`config.mk`:
```
export PLATFORM = sky130hd
export DESIGN_NAME = sorted_insert_flat
export DESIGN_NICKNAME = d
export VERILOG_FILES = /design/src/rtl/sorted_insert_pkg.sv /design/src/rtl/sorted_insert_if.sv /design/src/rtl/sorted_insert_ram.sv /design/src/rtl/sorted_insert.sv /design/src/flat_wrapper.sv
export SDC_FILE = /design/constraint.sdc
export NUM_CORES = 1
export LEC_CHECK = 0
export ABC_AREA = 0
export ABC_CLOCK_PERIOD_IN_PS = 4600
export BUFFER_PORTS_ARGS = -buffer_cell sky130_fd_sc_hd__buf_2
export CAP_MARGIN = 10
export CORE_MARGIN = 5
export CORE_UTILIZATION = 40
export DETAILED_ROUTE_END_ITERATION = 10
export GPL_ROUTABILITY_DRIVEN = 0
export RECOVER_POWER = 25
export SLEW_MARGIN = 20
export SYNTH_ARGS = -nofsm -noshare
export SYNTH_HDL_FRONTEND = slang
export SYNTH_SLANG_ARGS = --single-unit
```
`constraint.sdc`:
```
create_clock -name clk -period 4.6 [get_ports clk]
set_input_delay 0.46 -clock clk [delete_from_list [all_inputs] [get_ports clk]]
set_output_delay 0.46 -clock clk [all_outputs]
set_load 0.02 [all_outputs]
```
`src/rtl/sorted_insert_pkg.sv`:
```
// sorted_mem_pkg: shared types and defaults for the sorted_insert block.
//   - state_t    : insertion FSM states (S_PRE only with SORTED_INSERT_DUP_REJECT_EN)
//   - DEFAULT_*  : default RAM geometry
//   - state_busy : decodes which states own the RAM address port
package sorted_mem_pkg;

  localparam int unsigned DEFAULT_DEPTH = 32'd32;
  localparam int unsigned DEFAULT_WIDTH = 32'd8;

`ifdef SORTED_INSERT_DUP_REJECT_EN
  typedef enum logic [2:0] {
    S_IDLE = 3'd0,
    S_RD   = 3'd1,
    S_CMP  = 3'd2,
    S_PUT  = 3'd3,
    S_DONE = 3'd4,
    S_PRE  = 3'd5
  } state_t;
`else
  typedef enum logic [2:0] {
    S_IDLE = 3'd0,
    S_RD   = 3'd1,
    S_CMP  = 3'd2,
    S_PUT  = 3'd3,
    S_DONE = 3'd4
  } state_t;
`endif

  // High while the FSM, not the external reader, drives the RAM address.
  function automatic logic state_busy(input state_t s);
    logic b;
    case (s)
      S_RD, S_CMP, S_PUT: b = 1'b1;
`ifdef SORTED_INSERT_DUP_REJECT_EN
      S_PRE:              b = 1'b1;
`endif
      default:            b = 1'b0;
    endcase
    return b;
  endfunction

endpackage

```
`src/rtl/sorted_insert_if.sv`:
```
// sorted_insert_if: request/status/read-port bundle of sorted_insert.
//   master (producer / search block): drives A, start, rd_addr
//   slave  (sorted_insert)          : drives rd_data, loc, count, busy, done, rejected
interface sorted_insert_if #(
  parameter int WIDTH = 8,
  parameter int AW    = 5
);
  logic [WIDTH-1:0] A;
  logic             start;
  logic [AW-1:0]    rd_addr;
  logic [WIDTH-1:0] rd_data;
  logic [AW-1:0]    loc;
  logic [AW:0]      count;
  logic             busy;
  logic             done;
  logic             rejected;

  modport master (
    output A, start, rd_addr,
    input  rd_data, loc, count, busy, done, rejected
  );

  modport slave (
    input  A, start, rd_addr,
    output rd_data, loc, count, busy, done, rejected
  );
endinterface

```
`src/rtl/sorted_insert_ram.sv`:
```
// sorted_ram: DEPTH x WIDTH single-port RAM, synchronous write, registered read.
//   i_addr  : shared read/write address
//   i_we    : write enable (write i_wdata to mem[i_addr])
//   i_wdata : write data
//   o_rdata : mem[i_addr] one clock after the address (old data on a write cycle)
// Contents are not reset; the owner tracks which entries are valid.
module sorted_ram #(
  parameter  int DEPTH = 32,
  parameter  int WIDTH = 8,
  localparam int AW    = $clog2(DEPTH)
) (
  input  logic             clk,
  input  logic [AW-1:0]    i_addr,
  input  logic             i_we,
  input  logic [WIDTH-1:0] i_wdata,
  output logic [WIDTH-1:0] o_rdata
);

  logic [WIDTH-1:0] r_mem [DEPTH];

  // Storage array write and registered read.
  always_ff @(posedge clk) begin
    if (i_we) begin
      r_mem[i_addr] <= i_wdata;
    end
    o_rdata <= r_mem[i_addr];
  end

endmodule

```
`src/rtl/sorted_insert.sv`:
```
// sorted_insert: keeps a DEPTH x WIDTH RAM in unsigned ascending order.
// Each accepted start scans down from the top valid entry, shifting larger
// entries up one slot, then writes A into the gap. While idle, the RAM read
// port is handed to the external reader through rd_addr/rd_data.
// Ports:
//   clk   : rising-edge clock
//   reset : asynchronous active-low reset
//   bus   : sorted_insert_if.slave (A, start, rd_addr in; rd_data, loc,
//           count, busy, done, rejected out)
// Build option: SORTED_INSERT_DUP_REJECT_EN makes an insert of a value already
// present finish with rejected=1 and loc at the existing copy, leaving RAM
// untouched (a read-only pre-scan runs before any shifting).
module sorted_insert
  import sorted_mem_pkg::*;
#(
  parameter  int DEPTH = DEFAULT_DEPTH,
  parameter  int WIDTH = DEFAULT_WIDTH,
  localparam int AW    = $clog2(DEPTH)
) (
  input  logic          clk,
  input  logic          reset,
  sorted_insert_if.slave bus
);

  state_t           r_state,  w_state_nxt;
  logic [WIDTH-1:0] r_a_q,    w_a_nxt;
  logic [AW-1:0]    r_idx,    w_idx_nxt;
  logic [AW-1:0]    r_loc,    w_loc_nxt;
  logic [AW:0]      r_count,  w_count_nxt;
  logic             r_rej,    w_rej_nxt;
  logic             r_busy,   r_done;
`ifdef SORTED_INSERT_DUP_REJECT_EN
  logic             r_pre,    w_pre_nxt;
`endif

  logic             w_we;
  logic [AW-1:0]    w_waddr;
  logic [WIDTH-1:0] w_wdata;
  logic [AW-1:0]    w_addr;
  logic [WIDTH-1:0] w_q;

  // Idle: the external reader owns the address; busy: write address or scan index.
  assign w_addr = (!r_busy) ? bus.rd_addr : (w_we ? w_waddr : r_idx);

  sorted_ram #(
    .DEPTH (DEPTH),
    .WIDTH (WIDTH)
  ) u_ram (
    .clk     (clk),
    .i_addr  (w_addr),
    .i_we    (w_we),
    .i_wdata (w_wdata),
    .o_rdata (w_q)
  );

  assign bus.rd_data  = w_q;
  assign bus.loc      = r_loc;
  assign bus.count    = r_count;
  assign bus.busy     = r_busy;
  assign bus.done     = r_done;
  assign bus.rejected = r_rej;

  // Next-state, datapath update and RAM write control.
  always_comb begin
    w_state_nxt = r_state;
    w_a_nxt     = r_a_q;
    w_idx_nxt   = r_idx;
    w_loc_nxt   = r_loc;
    w_count_nxt = r_count;
    w_rej_nxt   = r_rej;
    w_we        = 1'b0;
    w_waddr     = r_idx;
    w_wdata     = r_a_q;
`ifdef SORTED_INSERT_DUP_REJECT_EN
    w_pre_nxt   = r_pre;
`endif
    case (r_state)
      S_IDLE: begin
        if (bus.start) begin
          w_a_nxt   = bus.A;
          w_rej_nxt = 1'b0;
          if (r_count == (AW+1)'(DEPTH)) begin
            w_rej_nxt   = 1'b1;
            w_state_nxt = S_DONE;
          end else if (r_count == (AW+1)'(0)) begin
            w_loc_nxt   = AW'(0);
            w_state_nxt = S_PUT;
          end else begin
            w_idx_nxt   = AW'(r_count - (AW+1)'(1));
`ifdef SORTED_INSERT_DUP_REJECT_EN
            w_pre_nxt   = 1'b1;
            w_state_nxt = S_PRE;
`else
            w_state_nxt = S_RD;
`endif
          end
        end else begin
          w_state_nxt = S_IDLE;
        end
      end
      S_RD: begin
        w_state_nxt = S_CMP;
      end
`ifdef SORTED_INSERT_DUP_REJECT_EN
      S_PRE: begin
        w_state_nxt = S_CMP;
      end
`endif
      S_CMP: begin
`ifdef SORTED_INSERT_DUP_REJECT_EN
        // Pre-scan: read-only pass; stops at the first entry not above a_q.
        if (r_pre) begin
          if (w_q == r_a_q) begin
            w_rej_nxt   = 1'b1;
            w_loc_nxt   = r_idx;
            w_pre_nxt   = 1'b0;
            w_state_nxt = S_DONE;
          end else if ((w_q < r_a_q) || (r_idx == AW'(0))) begin
            w_idx_nxt   = AW'(r_count - (AW+1)'(1));
            w_pre_nxt   = 1'b0;
            w_state_nxt = S_RD;
          end else begin
            w_idx_nxt   = r_idx - AW'(1);
            w_state_nxt = S_PRE;
          end
        end else
`endif
        begin
          if (w_q > r_a_q) begin
            // idx <= count-1 <= DEPTH-2 here, so idx+1 stays in range.
            w_we    = 1'b1;
            w_waddr = r_idx + AW'(1);
            w_wdata = w_q;
            if (r_idx == AW'(0)) begin
              w_loc_nxt   = AW'(0);
              w_state_nxt = S_PUT;
            end else begin
              w_idx_nxt   = r_idx - AW'(1);
              w_state_nxt = S_RD;
            end
          end else begin
            // Equal values stop here too: duplicates land after existing equals.
            w_loc_nxt   = r_idx + AW'(1);
            w_state_nxt = S_PUT;
          end
        end
      end
      S_PUT: begin
        w_we        = 1'b1;
        w_waddr     = r_loc;
        w_wdata     = r_a_q;
        w_count_nxt = r_count + (AW+1)'(1);
        w_state_nxt = S_DONE;
      end
      S_DONE: begin
        // start is level-held; wait for its release so one request = one insert.
        if (!bus.start) begin
          w_state_nxt = S_IDLE;
        end else begin
          w_state_nxt = S_DONE;
        end
      end
      default: begin
        w_state_nxt = S_IDLE;
      end
    endcase
  end

  // State, datapath and status registers; busy/done registered from next state.
  always_ff @(posedge clk or negedge reset) begin
    if (!reset) begin
      r_state <= S_IDLE;
      r_a_q   <= '0;
      r_idx   <= '0;
      r_loc   <= '0;
      r_count <= '0;
      r_rej   <= 1'b0;
      r_busy  <= 1'b0;
      r_done  <= 1'b0;
`ifdef SORTED_INSERT_DUP_REJECT_EN
      r_pre   <= 1'b0;
`endif
    end else begin
      r_state <= w_state_nxt;
      r_a_q   <= w_a_nxt;
      r_idx   <= w_idx_nxt;
      r_loc   <= w_loc_nxt;
      r_count <= w_count_nxt;
      r_rej   <= w_rej_nxt;
      r_busy  <= state_busy(w_state_nxt);
      r_done  <= (w_state_nxt == S_DONE);
`ifdef SORTED_INSERT_DUP_REJECT_EN
      r_pre   <= w_pre_nxt;
`endif
    end
  end

endmodule

```
`src/flat_wrapper.sv`:
```
// flat-port wrapper written by rule: the top's interface ports become plain ports
module sorted_insert_flat import sorted_mem_pkg::*;
#(
  parameter  int DEPTH = DEFAULT_DEPTH,
  parameter  int WIDTH = DEFAULT_WIDTH,
  localparam int AW    = $clog2(DEPTH)
)
  (clk, reset, bus_A, bus_start, bus_rd_addr, bus_rd_data, bus_loc, bus_count, bus_busy, bus_done, bus_rejected);
  sorted_insert_if #(.WIDTH(WIDTH), .AW(5)) bus_i ();
  input  logic clk;
  input  logic reset;
  input wire logic [$bits(bus_i.A)-1:0] bus_A;
  input wire logic [$bits(bus_i.start)-1:0] bus_start;
  input wire logic [$bits(bus_i.rd_addr)-1:0] bus_rd_addr;
  output wire logic [$bits(bus_i.rd_data)-1:0] bus_rd_data;
  output wire logic [$bits(bus_i.loc)-1:0] bus_loc;
  output wire logic [$bits(bus_i.count)-1:0] bus_count;
  output wire logic [$bits(bus_i.busy)-1:0] bus_busy;
  output wire logic [$bits(bus_i.done)-1:0] bus_done;
  output wire logic [$bits(bus_i.rejected)-1:0] bus_rejected;
  assign bus_i.A = bus_A;
  assign bus_i.start = bus_start;
  assign bus_i.rd_addr = bus_rd_addr;
  assign bus_rd_data = bus_i.rd_data;
  assign bus_loc = bus_i.loc;
  assign bus_count = bus_i.count;
  assign bus_busy = bus_i.busy;
  assign bus_done = bus_i.done;
  assign bus_rejected = bus_i.rejected;
  sorted_insert #(.DEPTH(DEPTH), .WIDTH(WIDTH)) u_core (.clk(clk), .reset(reset), .bus(bus_i));
endmodule
```
==> Word-level counts from Yosys, hierarchy flattened <==
Memories as Yosys holds them, arrays and structs flattened. A register that Yosys moved wholly into a read port is not among the register bits.
Index checks and enable logic that the tools add are counted.
{ "word_totals": {"inputBits": 16, "latch_bits": 0, "ff_bits": 30, "ram_bits": 256, "mem_bits_ro": 0, "wordCells": 69, "n_memories": 1} }
{ "op_classes": {"n_reduce_logical": 8, "addsub": 4, "n_div": 0, "multipliers": 0, "n_bitwise": 0, "shifts": 0, "muxes": 31, "order_cmp": 1, "n_eq_ne": 16} }
{ "mem_list": {"columns": ["memory", "words", "word_bits", "rd", "rd_clocked_by_memory_dff", "wr", "line", "source"], "rows": [
  ["u_core.u_ram.r_mem", 32, 8, 1, 1, 1, "sorted_insert_ram.sv:19", "logic [WIDTH-1:0] r_mem [DEPTH];"]
]} }
{ "op_table": {"columns": ["op", "count"], "rows": [
  ["$mux 5", 13],
  ["$pmux 5 s2", 3],
  ["$mux 8", 2],
  ["$pmux 3 s5", 1],
  ["$eq 3x2->1 const B", 4],
  ["$sub 5x1->5 const B", 2],
  ["$mux 3", 3],
  ["$gt 8x8->1", 1],
  ["$ne 2x2->1 const B", 4],
  ["$add 6x1->6 const B", 1],
  ["$eq 3x1->1 const B", 2],
  ["$eq 3x3->1 const B", 2],
  ["$eq 6x6->1 const B", 1],
  ["$logic_not 6->1", 1],
  ["$mux 2", 3],
  ["$reduce_and 6->1", 1],
  ["$add 5x1->5 const B", 1],
  ["$logic_not 5->1", 1],
  ["$mux 1", 5],
  ["$reduce_and 5->1", 1],
  ["$ne 2x1->1 const B", 2],
  ["$logic_not 3->1", 1],
  ["$ne 3x3->1 const B", 1],
  ["$reduce_or 3->1", 1],
  ["3 further kinds", 3]
]} }

==> Logic depth before layout (Yosys ltp) <==
{ "depth": {"ltp_word": 8, "depth_mapped": 18} }

==> Hierarchy <==
From an unflattened synthesis, not the netlist that was laid out.
{ "unflattened": {"hier_cells": 805, "area_unflattened_um2": 12278.0} }
{ "modules_own_cells": {"columns": ["mod", "seq_area_each_um2", "cells_per_inst", "n_inst", "area_each_um2"], "rows": [
  ["sorted_ram", 7847.5, 576, 1, 10206.0],
  ["sorted_insert", 750.7, 229, 1, 2072.0]
]} }

==> Least setup slack after synthesis <==
No wires, ideal clock.
{ "synth_timing": {"path_kind": "register to register", "startpoint": "register u_core.u_ram.o_rdata[1] (read register of u_core.u_ram.r_mem)", "endpoint": "memory u_core.u_ram.r_mem[14][0], enable pin", "setup_ps": 370, "stages_incl_launch_ff": 16, "slack_ps": 505, "t_arrival_ps": 3725, "path_cell_list": "dfxtp_1 > ha_1 > nor2b_1 > o211ai_1 > a21oi_1 > o21ai_0 > ha_1 > a22oi_1 > o31a_1 > o21ai_2 > buf_6 > buf_6 > buf_4 > buf_4 > nand3b_1 > nor2_1"} }
{ "synth_via": {"elab_chain_cells": 5, "word_cells_on_any_way": 9, "cone_classes": "1 x order compare; 8 x mux"} }
{ "synth_lines": {"columns": ["item", "line", "source"], "rows": [
  ["start, declared", "sorted_insert_ram.sv:16", "output logic [WIDTH-1:0] o_rdata"],
  ["$gt 8x8->1 *", "sorted_insert.sv:129", "if (w_q > r_a_q) begin"],
  ["$mux 5 or $mux 1 (tied branches)", "sorted_insert.sv:129", null],
  ["$pmux 5 s2 or $pmux 1 s2 (tied branches)", "sorted_insert.sv:77", "case (r_state)"],
  ["$mux 5 or $mux 1 (tied branches)", "sorted_insert.sv:43, sorted_insert_ram.sv:23", null],
  ["$mux 5 or $mux 1 (tied branches)", "sorted_insert.sv:43, sorted_insert_ram.sv:24", null],
  ["end, declared", "sorted_insert_ram.sv:19", null]
]} }
Mark *: on every way between the ends. The rest lies on a longest branch, timed or not.

==> Worst setup path in the final report <==
{ "layout_timing": {"startpoint": "register u_core.r_a_q[3]", "endpoint": "register u_core.u_ram.o_rdata[7] (read register of u_core.u_ram.r_mem)"} }
{ "layout_via": {"elab_chain_cells": 5, "word_cells_on_any_way": 7, "cone_classes": "1 x order compare; 6 x mux"} }
{ "layout_lines": {"columns": ["item", "line", "source"], "rows": [
  ["start, declared", "sorted_insert.sv:26", "logic [WIDTH-1:0] r_a_q, w_a_nxt;"],
  ["start signal, assigned", "sorted_insert.sv:185", "r_a_q <= w_a_nxt;"],
  ["$gt 8x8->1 *", "sorted_insert.sv:129", null],
  ["$mux 5 or $mux 1 (tied branches)", "sorted_insert.sv:129", null],
  ["$pmux 5 s2 or $pmux 1 s2 (tied branches)", "sorted_insert.sv:77", null],
  ["$mux 5 * (2 in series)", "sorted_insert.sv:43", "assign w_addr = (!r_busy) ? bus.rd_addr : (w_we ? w_waddr : r_idx);"]
]} }
Marked as above.
A chain may end at the register's enable or synchronous reset.

==> impl_metrics.ini <==
[clock_network]
clock-sinks = 294
cts_inserted_buffers = 31
tritoncts = done
clock_tree.buffer_depth = 3
clockRootBuffer = sky130_fd_sc_hd__clkbuf_16
clock_tree.htree_level_count = 1
cts.repair_timing.setup_buffer_count = 0
path_clk_slew_ns = 0.06
worst_skew_pair.late_latency_ns = 0.58

[yosys]
yosys_warnings = 0
synthDominantAreaCellType = sky130_fd_sc_hd__edfxtp_1
fraction_of_the_yosys_area_taken_by_sequential_cells = 0.682
synth_edf_count = 256
post-synth-top-count-cell = sky130_fd_sc_hd__edfxtp_1
postSynthNetCount = 884
ys_top_cells_by_count = sky130_fd_sc_hd__edfxtp_1, sky130_fd_sc_hd__mux2i_1, sky130_fd_sc_hd__nor3_1
post_synth.cell_area_avg_sq_um = 14.8
synthCells = 854
synth-main-ff-cell = sky130_fd_sc_hd__edfxtp_1
synth_top_area_share = 0.610
synth.cell_area_sq_mm = 0.0126
yosys-top-cells-area = sky130_fd_sc_hd__edfxtp_1, sky130_fd_sc_hd__mux2i_1, sky130_fd_sc_hd__dfrtp_1
asyncSetResetFlopFracSynth = 0.102
synth.distinct_cells = 64
synth.ff_latch_count = 294

[setup_path]
critical_path_startpoint_category = register
critPathMaxStageDelay_ns = 0.62
critical_path_cell_count = 13
worstPathCellList = inv_1, ha_1, and4_1, nand2b_1, and3_1, o31a_1, o21ai_4, buf_12, buf_4, mux2_2, a2111oi_4, o2111ai_1, or4_1
worst-endpoint-arrival_ns = 4.75
critical_path.top_delay_family = simple AND/OR/NAND/NOR gates
critPathKind = reg -> reg
r2r.worst_path.cells = 13
required_ns = 5.01
cpMaxStageDelayCell = sky130_fd_sc_hd__or4_1
worstSetupEndpointType = register
critPathMaxFanout = 13
cp.buffers_inverters = 3

[place]
hpwl_mm = 21.0
pre_cts_slack_ns = -0.265
placed_cells = 1321
numPortBuffers = 37

[floorplan]
die_width_microns = 187
rows = 65
fp.dieH_microns = 187
floorplan.initialDensity = 0.402
placeableCoreArea_sq_mm = 0.0313
fp.dieArea_sq_mm = 0.0351
design.portCount = 38

[sta]
grt_setup_unrepaired = no
hold_ws_ns = 0.0987
skew_ns = 0.0200
final-setup-viol-count = 0
max_slew.worst_pin.slew_ns = 1.75
maxSlewViolCount = 64
post-route-min-period_ns = 4.34
fmaxAchievable_mhz = 230
slew_headroom = -0.169
share_of_the_cycle_needed_by_the_critical_path_after_routing = 0.943
tns_ns = 0
timing.final.ws_setup_ns = 0.261
hold_viol_final = 0

[final_layout]
layout-area-overhead-vs-synth_pct = 16.0
finish.net_count = 983
drive_gt1_frac = 0.188
finalNonFillerCells = 1380
antenna_cells = 0

[status]
outcome = complete, but fails checks
violations = max-capacitance violations, max-slew violations

[power]
power_density_mw_per_mm2 = 799
power.static_leakage_nw = 5.07
worst_ir_drop_vdd_uv = 541

[global_routing]
grt_first_pass_wirelength_mm = 47.8
globalRouteTotalUtil = 0.176
antenna_found_initial = 0
grt_start_max_net_pins = 37
first_global_vias = 7669
overflow = 0

[route]
dr.first_iter.drc_count = 735
ant_nets = 0
drt_first_pass_iters = 5
drc = 0
postRouteWirelength_mm = 31.6
post_drt_via_cell_ratio = 5.54
post_drt_wl_per_cell_microns = 22.9
detailroute.via_count = 7639

[worst_hold_path]
min-delay-path-class = in -> reg
number_of_cells_on_the_worst_hold_path = 3

[job]
max_cap_viol_count = 2
## state kept, by name (all words and copies together) (netlist names)
signal                flops
u_core.u_ram.r_mem      256
u_core.r_a_q              8
u_core.u_ram.o_rdata      8
u_core.bus.count          6
u_core.bus.loc            5
u_core.r_idx              5
u_core.r_state            3
u_core.bus.busy           1
u_core.bus.done           1
u_core.bus.rejected       1
## layer usage
metal	GRT usage	wire, microns	vias up
met2	0.282	14700	241
li1	-	-	3553
met3	0.0295	1800	61
met4	0.0551	984	0
met5	0	0	-
met1	0.247	14100	3784
## power by group
group | leakage, nW | internal [W] | switching (W) | total, W
logic | 1.85 | 0.00186 | 0.00354 | 0.00540
clock network | 0.461 | 0.00131 | 0.000995 | 0.00231
registers | 2.76 | 0.00373 | 0.000234 | 0.00397
## cells by family after synthesis
kind of cell               synth area share
AOI/OAI and AO/OA                    0.0857
xor gates and xnor gates            0.00755
adders and majority gates            0.0139
buffers and inverters                0.0249
DFF                                   0.682
muxes                                 0.101
and+or+nand+nor                      0.0840
## placed cells by master, fill, tap and decap left out, types with 17 or more instances in the layout
| master | Yosys | routed |
|---|---|---|
| sky130_fd_sc_hd__a22oi_1 | 17 | 17 |
| sky130_fd_sc_hd__nand2_1 | 33 | 33 |
| sky130_fd_sc_hd__nor2_1 | 43 | 44 |
| sky130_fd_sc_hd__o21ai_0 | 32 | 30 |
| sky130_fd_sc_hd__edfxtp_1 | 256 | 256 |
| sky130_fd_sc_hd__clkbuf_1 | 18 | 38 |
| sky130_fd_sc_hd__buf_4 | 7 | 64 |
| sky130_fd_sc_hd__clkbuf_16 | 0 | 31 |
| sky130_fd_sc_hd__dfrtp_1 | 30 | 30 |
| sky130_fd_sc_hd__nor3_1 | 47 | 47 |
| sky130_fd_sc_hd__mux2i_1 | 94 | 93 |
| sky130_fd_sc_hd__a21oi_1 | 25 | 24 |
| sky130_fd_sc_hd__mux2_2 | 30 | 28 |
| sky130_fd_sc_hd__inv_1 | 17 | 17 |
## per-stage QoR
stage	cell area [sq um]	total power [W]	utilization
2_1_floorplan	12600	0.00731	-
3_3_place_gp	13600	0.00930	0.436
3_5_place_dp	13600	0.00934	0.436
4_1_cts	14600	0.0117	0.467
5_1_grt	14600	0.0123	0.467
6_report	14600	0.0117	0.467
## area by class of cell
class | count | area (sq um)
Sequential cell | 294 | 8600
Inverter | 19 | 71.3
Timing Repair Buffer | 111 | 744
Fill cell | 2743 | 16700
Clock buffer | 43 | 831
Clock inverter | 15 | 106
Tap cell | 402 | 503
Multi-Input combinational cell | 496 | 3760
## worst register-to-register path: cells and delay by family (launching register included)
family	cells	cell delay (ns)
and+or+nand+nor	4	1.38
buffers and inverters	3	0.48
muxes	1	0.40
DFF	1	0.34
adders and majority gates	1	0.31
AOI/OAI and AO/OA	4	1.27
## worst paths after layout
path / slack [ns] / to / from
worst max-delay path: 0.26 / u_core.u_ram.o_rdata[7]$_DFF_P_ / u_core.r_a_q[3]$_DFFE_PN0P_
worst min-delay path: 0.1 / u_core.r_a_q[4]$_DFFE_PN0P_ / bus_A[4]
worst max register to register: 0.26 / u_core.u_ram.o_rdata[7]$_DFF_P_ / u_core.r_a_q[3]$_DFFE_PN0P_
worst min register to register: 0.53 / u_core.bus.rejected$_DFFE_PN0P_ / u_core.bus.rejected$_DFFE_PN0P_
max in group asynchronous: 2.68 / u_core.r_a_q[0]$_DFFE_PN0P_ / reset
min in group asynchronous: 0.89 / u_core.bus.loc[3]$_DFFE_PN0P_ / reset
## repair_timing
action                                  in CTS  in global routing
endpoints found under the hold margin       30                  0
pin swaps                                    0                  0
endpoints found under the setup margin       4                  7
gates cloned                                 0                  0
gates resized for setup                      6                 14
hold buffers                                 1                  0
Note: power is estimated with default switching activity, not from simulation.
